<file path="src/rtl/uart_rx.sv">
// uart_rx: 8N1 UART receiver, LSB first, mid-bit sampling with a one-cycle byte strobe.
// Revision: 1.0
`default_nettype none

module uart_rx #(
    parameter int c_CYCLES_PER_BIT = 434
) (
    input  logic       i_CLK,
    input  logic       i_RST_N,
    input  logic       i_SERIAL_DATA,
    output logic [7:0] o_DATA_RX,
    output logic       o_RX_DATA_VALID,
    output logic       o_FRAME_ERR
);

    localparam int CW = $clog2(c_CYCLES_PER_BIT);
    localparam logic [CW-1:0] c_LAST = CW'(c_CYCLES_PER_BIT - 1);
    localparam logic [CW-1:0] c_HALF = CW'((c_CYCLES_PER_BIT - 1) / 2);

    typedef enum logic [2:0] {
        S_IDLE    = 3'd0,
        S_START   = 3'd1,
        S_DATA    = 3'd2,
        S_STOP    = 3'd3,
        S_CLEANUP = 3'd4
    } state_t;

    state_t          r_state;
    state_t          w_next_state;
    logic [CW-1:0]   r_cnt;
    logic [2:0]      r_bit_idx;
    logic            r_rx_meta;
    logic            r_rx_s;
    logic            r_armed;
    logic            w_bit_done;
    logic            w_stop_sample;

    assign w_bit_done    = (r_cnt == c_LAST);
    assign w_stop_sample = (r_state == S_STOP) && w_bit_done;

    always_ff @(posedge i_CLK or negedge i_RST_N) begin
        if (!i_RST_N) begin
            r_rx_meta <= 1'b1;
            r_rx_s    <= 1'b1;
        end else begin
            r_rx_meta <= i_SERIAL_DATA;
            r_rx_s    <= r_rx_meta;
        end
    end

    always_ff @(posedge i_CLK or negedge i_RST_N) begin
        if (!i_RST_N) begin
            r_state <= S_IDLE;
        end else begin
            r_state <= w_next_state;
        end
    end

    always_comb begin
        w_next_state = r_state;
        case (r_state)
            S_IDLE: begin
                if (!r_rx_s && r_armed) w_next_state = S_START;
            end
            S_START: begin
                if (r_cnt == c_HALF) w_next_state = r_rx_s ? S_IDLE : S_DATA;
            end
            S_DATA: begin
                if (w_bit_done && (r_bit_idx == 3'd7)) w_next_state = S_STOP;
            end
            S_STOP: begin
                if (w_bit_done) w_next_state = S_CLEANUP;
            end
            S_CLEANUP: begin
                w_next_state = S_IDLE;
            end
            default: begin
                w_next_state = S_IDLE;
            end
        endcase
    end

    // Counter restarts on every state change and on each data-bit sample.
    always_ff @(posedge i_CLK or negedge i_RST_N) begin
        if (!i_RST_N) begin
            r_cnt <= '0;
        end else if ((w_next_state != r_state) || (r_state == S_IDLE) ||
                     ((r_state == S_DATA) && w_bit_done)) begin
            r_cnt <= '0;
        end else begin
            r_cnt <= r_cnt + 1'b1;
        end
    end

    always_ff @(posedge i_CLK or negedge i_RST_N) begin
        if (!i_RST_N) begin
            r_bit_idx <= 3'd0;
            o_DATA_RX <= 8'h00;
        end else if (r_state == S_START) begin
            r_bit_idx <= 3'd0;
        end else if ((r_state == S_DATA) && w_bit_done) begin
            o_DATA_RX[r_bit_idx] <= r_rx_s;
            r_bit_idx            <= r_bit_idx + 3'd1;
        end
    end

    always_ff @(posedge i_CLK or negedge i_RST_N) begin
        if (!i_RST_N) begin
            o_RX_DATA_VALID <= 1'b0;
            o_FRAME_ERR     <= 1'b0;
        end else begin
            o_RX_DATA_VALID <= w_stop_sample && r_rx_s;
            o_FRAME_ERR     <= w_stop_sample && !r_rx_s;
        end
    end

    // A frame error disarms the receiver until the line returns high, so a
    // held-low break produces one error rather than a stream of null frames.
    always_ff @(posedge i_CLK or negedge i_RST_N) begin
        if (!i_RST_N) begin
            r_armed <= 1'b1;
        end else if (w_stop_sample && !r_rx_s) begin
            r_armed <= 1'b0;
        end else if (r_rx_s) begin
            r_armed <= 1'b1;
        end
    end

endmodule

`default_nettype wire

</file>
<file path="config.mk">
export PLATFORM = sky130hd
export DESIGN_NAME = uart_rx
export DESIGN_NICKNAME = d
export VERILOG_FILES = /design/src/rtl/uart_rx.sv
export SDC_FILE = /design/constraint.sdc
export NUM_CORES = 1
export LEC_CHECK = 0
export CELL_PAD_IN_SITES_DETAIL_PLACEMENT = 1
export CELL_PAD_IN_SITES_GLOBAL_PLACEMENT = 1
export CORE_MARGIN = 2
export CORE_UTILIZATION = 39
export DETAILED_ROUTE_END_ITERATION = 16
export PLACE_DENSITY = 0.85
export SLEW_MARGIN = 0
export SYNTH_ARGS = -nofsm -noshare
export SYNTH_HDL_FRONTEND = slang
export SYNTH_SLANG_ARGS = --single-unit
</file>
<file path="constraint.sdc">
create_clock -name i_CLK -period 1.8 [get_ports i_CLK]
set_input_delay 0.27 -clock i_CLK [delete_from_list [all_inputs] [get_ports i_CLK]]
set_output_delay 0.27 -clock i_CLK [all_outputs]
set_load 0.02 [all_outputs]
</file>
## After elaboration in Yosys (flattened, before gate mapping)

Index checks and enable logic that the tools add are counted.

- Register bits: 28
- Input port bits: 3
- Output and inout port bits: 10
- Logic and storage cells: 49

- $add $sub $neg: 2
- Order comparisons: 2
- Equality and inequality tests: 7
- Mux-type cells: 14
- Bitwise gates (word level): 1
- Reduce and logical (&&, ||, !) cells: 14

Operator list:

| cell | count |
|---|---|
| $mux W3 | 6 |
| $pmux W3 S4 | 1 |
| $add A9 B1 Y9 const B | 1 |
| $eq A9 B8 Y1 const B | 1 |
| $eq A9 B9 Y1 const B | 1 |
| $mux W9 | 1 |
| $bwmux W8 | 1 |
| $logic_and A1 B1 Y1 | 7 |
| $eq A3 B2 Y1 const B | 2 |
| $lt A3 B4 Y1 const B | 1 |
| $reduce_bool A2 Y1 | 2 |
| $add A3 B1 Y3 const B | 1 |
| $demux W1 S3 | 1 |
| $eq A3 B1 Y1 const B | 1 |
| $eq A3 B3 Y1 const B | 1 |
| $ge A3 B1 Y1 const B | 1 |
| $logic_not A3 Y1 | 1 |
| $mux W1 | 3 |
| $ne A3 B3 Y1 | 1 |
| $logic_or A1 B1 Y1 | 2 |
| $mux W2 | 1 |
| $reduce_and A2 Y1 | 1 |
| $logic_not A1 Y1 | 1 |
| $not A1 Y1 | 1 |

## Depth between registers and ports, before layout

- Depth after elaboration: 8
- Depth in mapped cells: 7
- Gate-level depth less buffers: 6

## Worst setup path after synthesis

Ideal clock, no wire load.

- Path type: register to register
- Start point: reg r_cnt[1]
- End point: reg o_DATA_RX[2]
- Library setup time: 0.125 ns
- Data arrival time: 1.843 ns
- Required time: 1.675 ns
- Setup slack: -0.168 ns
- Stages on the path, launching flop included: 8
- Buffers on the path: 1
- Period minus slack after synthesis: 1.968 ns
- Cell sequence: dfrtp_1 > inv_1 > ha_1 > nand4b_1 > or4_1 > buf_2 > nor3_1 > mux2_2

- Cells in the longest elaborated chain, start to end: 3

Ends and longest elaborated chain:

| item | line | RTL |
|---|---|---|
| from (decl) | 30 | `logic [CW-1:0] r_cnt;` |
| from (signal assigned) | 91 | `r_cnt <= r_cnt + 1'b1;` |
| $eq A9 B9 Y1 | 38 | `assign w_bit_done = (r_cnt == c_LAST);` |
| $logic_and A1 B1 Y1 | 101 | `end else if ((r_state == S_DATA) && w_bit_done) begin` |
| $reduce_and A2 Y1 (no line) | -- |  |
| to (signal, indexed assignment) | 102 | `o_DATA_RX[r_bit_idx] <= r_rx_s;` |
| to (decl) | 11 | `output logic [7:0] o_DATA_RX,` |

No other way between the ends.
A chain may end at the register's enable or synchronous reset.

## Worst setup path after layout

- Start point: reg r_cnt[1]
- End point: reg r_armed

- Cells in the longest elaborated chain, start to end: 4
- Elaborated cells between the ends (all ways): 5
- Those cells by class: eq/ne (1); mux (1); reduce/logical (3)

Ends and longest elaborated chain:

| item | line | RTL |
|---|---|---|
| $eq A9 B9 Y1 (*) | 38 |  |
| $logic_and A1 B1 Y1 (*) | 39 | `assign w_stop_sample = (r_state == S_STOP) && w_bit_done;` |
| $logic_and A1 B1 Y1 (*) | 122 | `end else if (w_stop_sample && !r_rx_s) begin` |
| $mux W1 / $reduce_bool A2 Y1 (equally long branches) | -- |  |
| to (signal assigned) | 121 | `r_armed <= 1'b1;` |
| to (signal assigned) | 123 | `r_armed <= 1'b0;` |
| to (signal assigned) | 125 | `r_armed <= 1'b1;` |
| to (decl) | 34 | `logic r_armed;` |

Mark *: on every way between the ends. The rest lies on a longest branch, timed or not.

==> results.ini <==
[status]
status=finished with violations
violations=negative setup slack

[global_routing]
grt_pass1_wl_um=6440
globalRouteTotalUtil_pct=21.6
grt_pass1_vias=1244
antenna_found_initial=0
grt_max_degree=29
grt_overflow=0

[worst_setup_path]
reg2reg_from=r_cnt[1]
worstSetupPathType=flop to flop
endpoint=r_armed
rr_worst_depth=7
start_kind=flop
cp.required_ns=2.10
critPathArrivalTime_ns=2.29
reg2reg_slack_ns=-0.19
crit_fanout=8
cp-startpoint=r_cnt[1]
r2r-end=r_armed
endpoint_kind=flop

[place]
gp_congestion=0.846
port_buffers=12
hpwl_um=2650

[logic_synthesis]
yosysUniqueCellTypes=31
synth_nets=138
synth_top_area_share_pct=46.0
synth-edff-count=0
netlist_area_sq_mm=0.00136
ys_seq_area_share_pct=51.8
syn_inst=130
yosysWarnings=0
avgSynthCellArea_sq_um=10.5
synth_seq_cells=28
synthTopCellsByArea=dfrtp_1 (46%), dfstp_2 (5.8%), mux2_2 (5.8%)
async_flop_share_pct=100
synth_ff_type=dfrtp_1
yosys.area.top_type=dfrtp_1

[finish]
finalNetCount=175
antennaDiodeCount=0
layout_common_cells=dfrtp_1 (25), buf_4 (22), clkdlybuf4s50_1 (12), nor2_1 (9), nand3_1 (8)
area_growth_syn_to_layout_pct=42.4
drive_gt1_share_pct=38.0
utilization_pct=58.0
final_common_cell=dfrtp_1

[floorplanning]
ios=13
fp.dieW_um=63.0
fp.dieH_um=63.0
initial_core_util_pct=40.7
core_area_sq_mm=0.00334
die-area_sq_mm=0.00397
rows=21

[power]
power_leakage_uw=0.000904
cellPowerDensity_mw_per_mm2=861
vdd_ir_drop_max_v=0.000584
power.clock.fraction_pct=25.2
sw_frac_of_total_pct=31.4
internal-power_uw=1140
combPwrFrac_pct=30.6
p_seq_share_pct=44.1
p_sw_uw=523

[timing]
worstMarginPinSlew_ns=0.431
period_minus_slack_ns=1.99
timing.hold.ws_ns=0.288
finalHoldViolations=0
min_period_over_period_pct=111
slew_headroom_pct=71.0
rsz0062_at_grt=yes
layout_setup_ws_ns=-0.192
setup_viol=15
drv_slew=0
tns_ns=-1.41
skew_ns=0.00981
fmax_ghz=0.502

[clock_tree]
cts.sinks=28
clkTransAtPathRegs_ns=0.16
clockBufferDepth=2
clkLatencyLatePin_ns=0.34
cts_root_buf=clkbuf_4
cts_hold_buf=0
h-tree-depth=1
numCtsBuffers=3
cts_tree=built

[drt]
drt_iter0_markers=56
avgViaCountPerCell=5.38
wl_um=4020
vias=1141
dr.pass1.iters=4
wl_per_cell_um=18.9
antenna_left=0
drc=0

[hold_path]
holdCritPathClass=input pin to asynchronous set/reset pin

[flow_run]
max_cap_viol_count=0

state kept, by name, indices dropped and copies added, names as in the netlist:
| name | flops |
|---|---|
| o_DATA_RX | 8 |
| o_FRAME_ERR | 1 |
| o_RX_DATA_VALID | 1 |
| r_armed | 1 |
| r_bit_idx | 3 |
| r_cnt | 9 |
| r_rx_meta | 1 |
| r_rx_s | 1 |
| r_state | 3 |
cells by family (layout without fill, tap and decap cells):
group                      after synthesis  in the layout  share of synthesized area [%]
xor gates and xnor gates                 7              7                           4.51
DFF                                     28             28                           51.8
AOI/OAI and AO/OA                       10             10                           5.16
muxes                                    8              8                           6.54
adders and majority gates                5              5                           4.60
and+or+nand+nor                         61             61                           24.2
buffers and inverters                   11             47                           3.13
layer usage:
metal / global-route usage (%) / wire (um) / vias up
met5: 0 / 0 / -
met4: 9.44 / 108 / 0
li1: - / - / 528
met2: 37.9 / 2230 / 23
met1: 24.8 / 1540 / 582
met3: 5.05 / 135 / 8
through the flow:
| step | total power, uW | worst slack (ns) | area [sq um] | cells |
|---|---|---|---|---|
| after global placement | 1070 | -0.0815 | 1730 | 202 |
| after detailed placement | 1120 | -0.208 | 1730 | 202 |
| after CTS | 1590 | -0.169 | 1860 | 210 |
| after global routing | 1770 | -0.239 | 1930 | 212 |
| after floorplan | 916 | -0.0632 | 1440 | 130 |
| final | 1670 | -0.192 | 1930 | 212 |
cell type report:
class	instances	area, sq um
tap	46	57.6
sequential	28	704
multi-input combinational	91	778
timing repair buffer	37	319
clock buffer	3	22.5
clock inverter	1	30.0
fill	367	1400
inverter	6	22.5
worst max-delay path, stage by stage, from the launching register on:
cell and delay, ns:
dfrtp_1 0.42, inv_2 0.08, ha_4 0.13, nand4b_1 0.15, or4_4 0.45, buf_6 0.17, or3_4 0.36, a21o_1 0.19
worst min-delay path by stage:
stage	to	slack, ns	depth (start not counted)
after floorplan	o_DATA_RX[0]	-0.03	0
after global placement	r_rx_s	0.35	0
after detailed placement	r_rx_s	0.35	0
after CTS	o_FRAME_ERR	0.29	2
after global routing	r_rx_meta	0.29	1
final	o_RX_DATA_VALID	0.29	2
cell usage after synthesis (3+ instances only):
library cell and n:
ha_1 5, nand2_1 7, clkbuf_1 4, nand2b_1 4
mux2_2 7, dfrtp_1 25, dfstp_2 3, and3_1 3
nand4_1 4, inv_1 6, nor2_1 15, nor3_1 6
nand3b_1 3, o211ai_1 4, xnor2_1 5, nand3_1 9
power groups by stage:
stage | clock network (uW) | registers [uW] | logic (uW)
finish | 420 | 735 | 510
global route | 462 | 740 | 567
CTS | 434 | 729 | 427
detailed placement | 0 | 732 | 386
global placement | 0 | 728 | 342
floorplan | 0 | 753 | 164
timing repair:
action                     4_1_cts  5_1_grt
pin swaps                        3        3
buffers inserted                 5        1
setup endpoints to repair       24       25
resized for setup               14       15
gates cloned                     0        1
No activity file was read; power rests on OpenSTA's default activity.
